==> src/rtl/fetch_stage_pkg.sv <==
// Shared ez8 definitions: opcode values, opcode field position and fetch FSM encodings.
// No logic of its own; latency not applicable.
// No flow control; consumers import these constants.
package fetch_stage_pkg;

    // Control-flow opcodes carried in the top nibble of an instruction word
    localparam logic [3:0] OP_GOTO = 4'hC;
    localparam logic [3:0] OP_CALL = 4'hD;
    localparam logic [3:0] OP_RET  = 4'hE;

    // Opcode field bit positions within an instruction word
    localparam int OPC_MSB = 15;
    localparam int OPC_LSB = 12;

    // Fetch stage sequencing states
    typedef enum logic [1:0] {
        FLUSH   = 2'd0,
        RUN     = 2'd1,
        RDRAIN1 = 2'd2,
        RDRAIN2 = 2'd3
    } fetch_state_t;

    // Predecoded control-flow class of one instruction
    typedef struct packed {
        logic is_goto;
        logic is_call;
        logic is_ret;
    } predec_t;

    // Classify an opcode nibble; GOTO is also raised for CALL since both redirect the PC
    function automatic predec_t classify_opcode(input logic [3:0] opc);
        predec_t p;
        p.is_goto = (opc == OP_GOTO) || (opc == OP_CALL);
        p.is_call = (opc == OP_CALL);
        p.is_ret  = (opc == OP_RET);
        return p;
    endfunction

endpackage

==> src/rtl/fetch_stage_ctrl_predecode.sv <==
// Control-flow predecoder: instruction word -> is_goto / is_call / is_ret.
// Purely combinational, zero cycles.
// No flow control; output follows the input word every cycle.
module ctrl_predecode
    import fetch_stage_pkg::*;
#(
    parameter int INSTR_WIDTH = 16
) (
    input  logic [INSTR_WIDTH-1:0] instr,
    output logic                   is_goto,
    output logic                   is_call,
    output logic                   is_ret
);

    predec_t    cls;
    logic [3:0] opc;

    // Operand bits carry no control-flow meaning here; fold them so the whole word is consumed
    logic unused_operand_bits;
    assign unused_operand_bits = ^instr;

    assign opc = instr[OPC_MSB:OPC_LSB];

    // Decode the opcode nibble into the three control-flow classes
    always_comb begin
        cls = classify_opcode(opc);
    end

    assign is_goto = cls.is_goto;
    assign is_call = cls.is_call;
    assign is_ret  = cls.is_ret;

endmodule

==> src/rtl/fetch_stage.sv <==
// Instruction fetch/predecode: drives imem from pc_in, presents instr_out/instr_pc with goto/call/ret strobes.
// Latency: pc_in to instr_out/instr_pc is one cycle (synchronous imem read); strobes are combinational from instr_out.
// Backpressure: pause freezes all state and holds instr_out; optional FETCH_KILL_COUNT_EN builds the kill counter.
module fetch_stage
    import fetch_stage_pkg::*;
#(
    parameter int INSTR_WIDTH = 16,
    parameter int ADDR_WIDTH  = 12
) (
    input  logic                   clk,
    input  logic                   reset,
    input  logic                   pause,
    input  logic [ADDR_WIDTH-1:0]  pc_in,
    input  logic                   kill,
    output logic [ADDR_WIDTH-1:0]  imem_addr,
    input  logic [INSTR_WIDTH-1:0] imem_rdata,
    output logic [INSTR_WIDTH-1:0] instr_out,
    output logic [ADDR_WIDTH-1:0]  instr_pc,
    output logic                   instr_valid,
    output logic                   goto,
    output logic                   call,
    output logic [ADDR_WIDTH-1:0]  goto_addr,
    output logic                   ret,
    output logic [15:0]            kill_count
);

    fetch_state_t           state_q;
    fetch_state_t           state_d;
    logic [ADDR_WIDTH-1:0]  pc_q;
    logic                   fresh_q;
    logic [INSTR_WIDTH-1:0] hold_q;
    logic                   live;
    logic                   is_goto;
    logic                   is_call;
    logic                   is_ret;

    // The memory registers the address on the same edge as pc_q, so its output
    // lines up with pc_q without a second pipeline stage.
    assign imem_addr = pc_in;
    assign instr_pc  = pc_q;

    // While paused the PC controller holds pc_in, so the memory output moves on to
    // the next word; hold_q keeps the word that was on instr_out when pause hit.
    assign instr_out = fresh_q ? imem_rdata : hold_q;

    // PC of the word currently being read out of the memory
    always_ff @(posedge clk or posedge reset) begin
        if (reset) begin
            pc_q <= '0;
        end else if (!pause) begin
            pc_q <= pc_in;
        end
    end

    // Select live memory data or the captured copy; reset shows zero until the first fetch
    always_ff @(posedge clk or posedge reset) begin
        if (reset) begin
            fresh_q <= 1'b0;
            hold_q  <= '0;
        end else if (pause) begin
            if (fresh_q) begin
                hold_q  <= imem_rdata;
                fresh_q <= 1'b0;
            end
        end else begin
            fresh_q <= 1'b1;
        end
    end

    ctrl_predecode #(
        .INSTR_WIDTH (INSTR_WIDTH)
    ) u_predecode (
        .instr   (instr_out),
        .is_goto (is_goto),
        .is_call (is_call),
        .is_ret  (is_ret)
    );

    // An instruction is live only in RUN and when not squashed this cycle
    assign live        = (state_q == RUN) && !kill;
    assign instr_valid = live;
    assign goto        = live && is_goto;
    assign call        = live && is_call;
    assign ret         = live && is_ret;
    assign goto_addr   = instr_out[ADDR_WIDTH-1:0];

    // Sequencing state register
    always_ff @(posedge clk or posedge reset) begin
        if (reset) begin
            state_q <= FLUSH;
        end else begin
            state_q <= state_d;
        end
    end

    // Next state: a RET starts two drain cycles that discard the pc+1/pc+2 fetches
    always_comb begin
        state_d = state_q;
        if (!pause) begin
            case (state_q)
                FLUSH:   state_d = RUN;
                RUN:     if (ret) state_d = RDRAIN1;
                RDRAIN1: state_d = RDRAIN2;
                RDRAIN2: state_d = RUN;
                default: state_d = FLUSH;
            endcase
        end
    end

`ifdef FETCH_KILL_COUNT_EN
    logic [15:0] kill_cnt_q;
    logic        kill_cnt_inc;

    // Every unpaused cycle that throws an instruction away: a kill in RUN, or a drain slot
    assign kill_cnt_inc = !pause &&
                          (((state_q == RUN) && kill) ||
                           (state_q == RDRAIN1) ||
                           (state_q == RDRAIN2));

    // Saturating squash counter
    always_ff @(posedge clk or posedge reset) begin
        if (reset) begin
            kill_cnt_q <= 16'h0000;
        end else if (kill_cnt_inc && (kill_cnt_q != 16'hFFFF)) begin
            kill_cnt_q <= kill_cnt_q + 16'd1;
        end
    end

    assign kill_count = kill_cnt_q;
`else
    assign kill_count = 16'h0000;
`endif

endmodule

==> config.mk <==
export PLATFORM = sky130hd
export DESIGN_NAME = fetch_stage
export DESIGN_NICKNAME = d
export VERILOG_FILES = /design/src/rtl/fetch_stage_pkg.sv /design/src/rtl/fetch_stage_ctrl_predecode.sv /design/src/rtl/fetch_stage.sv
export SDC_FILE = /design/constraint.sdc
export NUM_CORES = 1
export LEC_CHECK = 0
export CAP_MARGIN = 5
export CORE_UTILIZATION = 38
export CTS_CLUSTER_SIZE = 8
export DETAILED_ROUTE_END_ITERATION = 16
export PLACE_DENSITY = 0.81
export SYNTH_ARGS = -nofsm -noshare
export SYNTH_HDL_FRONTEND = slang
export SYNTH_SLANG_ARGS = --single-unit
==> constraint.sdc <==
create_clock -name clk -period 1.59 [get_ports clk]
set_input_delay 0.2385 -clock clk [delete_from_list [all_inputs] [get_ports clk]]
set_output_delay 0.2385 -clock clk [all_outputs]
set_load 0.1 [all_outputs]
==> metrics, run 1 <==
outcome finished, violations left; failing checks negative setup slack; WHS ~0.36 ns; Comb power frac 0.624; clock tree root driver cell clkbuf_8; R2R Path Start state_q[1]$_DFFE_PP0P_; vias about 1500; I/O Pins 104; drt drc 0; Gate Count Post-Synth 177; first-pass GRT wire length 7.17 mm; fraction of layout cells with a size suffix above 1 0.473; CTS H-tree depth 2; endpoints failing setup 32; CP Capture Type output port; Yosys cell types 26; Hold-fix buffers, CTS 0; Final nets 295; PD cells 1210 nW/um^2; Net Switching roughly 2.0 mW; number of global-route vias before repair between 1500 and 2000; Starting Density 0.401; Final WS setup -0.276 ns; largest net degree at the start of global routing 32; sequential area share after synthesis 0.442; clock transition at the registers of the reported paths about 0.060 ns; CTS tree yes; syn_area_per_cell 9.92 sq um; ranking of synthesized cells by area dfrtp_1, buf_4, mux2_2; #FFs+latches synth 31; Min Clock Period, post-route 1.87 ns; Worst Path Arrival roughly 1.6 ns; sw frac 0.483; Power, Total between 4 and 5 mW; Clock Power Share 0.133; fmax 536 MHz; post-route cell area 3390 sq um; count of buffers from port buffering 87; Seq pwr share 0.244; die area 4900 sq um; Core ar. about 4400 sq um; Crit Path Category register to output port; DR WL/cell about 14 microns; share of the synthesized area in the top cell type 0.442; routed vias/inst 4.66; antenna-violating nets left 0; gpl congestion 0.728; Max Root-Sink Buffers 2; max-slew violations 0; Critical Path Source state_q[1]$_DFFE_PP0P_; Final HPWL DP 3.62 mm; total wire length 4.46 mm; CTS buffer count 5; Worst VDD drop 691 uV; Die X 70.0 microns; Worst Clk Skew 0.00611 ns; unrepaired setup endpoints after global routing true; Hold Fails Final Rpt 0; clock sinks 31; Storage cell area ~780 sq um; Syn. warnings 0; mapped cell area 1760 sq um; TritonRoute pass-1 iters 4; initial DRC count 56; static leakage 1.53 nW; crit-path max FO 3; grt ovf 0; Post-Place Cell Area ~3200 sq um; Worst-Skew Late Latency 0.27 ns; worst min path class primary input to async pin; CP Launch Type register; max cap viols 0; Total GRT Usage 0.187; post-synth top area cell dfrtp_1; number of fill cells 273; Tcrit/Tclk final 1.17; antenna violations before repair 0; setup TNS -3.55 ns; post-place setup slack -0.248 ns; num rows 24; multi-input logic area 818 sq um; die height 70.0 microns; Critical Path RT 1.35 ns; Layout area overhead 93.0%; # diodes 0; Internal Power 2.13 mW
## final timing paths
path | slack [ns] | to | depth (start not counted)
max in group asynchronous | 0.93 | state_q[0]$_DFFE_PP0P_ | 3
min in group clk | 0.51 | hold_q[2]$_DFFE_PP0P_ | 2
hold / removal | 0.36 | hold_q[14]$_DFFE_PP0P_ | 3
hold reg to reg | 0.51 | hold_q[2]$_DFFE_PP0P_ | 2
setup / recovery | -0.28 | call | 6
setup reg to reg | 0.05 | state_q[0]$_DFFE_PP0P_ | 6
## final cells by class
| cell class | count | area share |
|---|---|---|
| multi-input combinational | 109 | 0.241 |
| sequential | 31 | 0.229 |
| clock buffer | 6 | 0.0214 |
| timing repair buffer | 108 | 0.480 |
| tap | 52 | 0.0192 |
| inverter | 6 | 0.00886 |
## layer usage
layer	share of wire	vias up	GRT usage
li1	-	684	-
met1	0.35	692	0.192
met2	0.57	71	0.358
met3	0.070	6	0.0548
met4	0.012	0	0.0600
met5	0	-	0
## metrics by stage
step	std cells	util
2_1_floorplan	192	-
3_3_place_gp	300	0.735
3_5_place_dp	300	0.735
4_1_cts	309	0.760
5_1_grt	312	0.773
6_report	312	0.773
## worst max-delay path: stages (launching register included)
cell and delay (ns):
dfrtp_1 0.41, inv_2 0.08, ha_4 0.13, nor2b_4 0.23, nand3_4 0.12, nor3_4 0.17
buf_12 0.20
## power groups by stage
| stage | registers, mW | logic [mW] | clock network (mW) |
|---|---|---|---|
| after floorplan | 1.20 | 1.52 | 0 |
| final | 1.00 | 2.57 | 0.547 |
| after detailed placement | 1.01 | 2.46 | 0 |
| after global routing | 1.01 | 2.65 | 0.602 |
| after CTS | 1.00 | 2.51 | 0.563 |
| after global placement | 0.999 | 2.41 | 0 |
## flip-flops by register name, summed over array words and instances (netlist names)
name      flops
fresh_q       1
state_q       2
instr_pc     12
hold_q       16
## synth_stat cells, drive strengths merged
master / count
nor2: 47
buf: 44
dfrtp: 31
mux2: 26
inv: 5
nand2: 4
a311oi: 2
clkbuf: 2
ha: 2
o22ai: 2
a21oi: 1
a31oi: 1
and3b: 1
clkinv: 1
conb: 1
mux2i: 1
nand2b: 1
nand3: 1
nor2b: 1
nor3: 1
nor3b: 1
o2111ai: 1
## cells by family (layout without fill, tap and decap cells)
logic type | after synthesis | in the layout | synth area share
simple gates | 57 | 57 | 0.131
buf+inv | 52 | 120 | 0.202
other cells | 1 | 16 | 0.00213
fa+ha+maj | 2 | 2 | 0.0142
compound gates | 7 | 7 | 0.0320
flops | 31 | 31 | 0.442
mux | 27 | 27 | 0.177
## timing repair
action | in CTS | in global routing
pin swaps | 2 | 2
buffers inserted | 5 | 4
gates resized for setup | 5 | 8
setup endpoints to repair | 31 | 34
## layout by cell type, fill, tap and decap left out, drive strengths merged, types with 2 or more instances in the layout
cell type       n
a311oi          2
buf            77
clkbuf          6
clkdlybuf4s50  31
clkinvlp        2
conb           16
dfrtp          31
ha              2
inv             3
mux2           26
nand2           4
nor2           47
o22ai           2
(Power assumes the default switching activity.)
==> run 2: changes to the inputs <==
Settings changed: CTS_CLUSTER_DIAMETER set to 50.
==> results of run 2 <==
No change in the layout: final DEF, timing and power equal those of run 1.
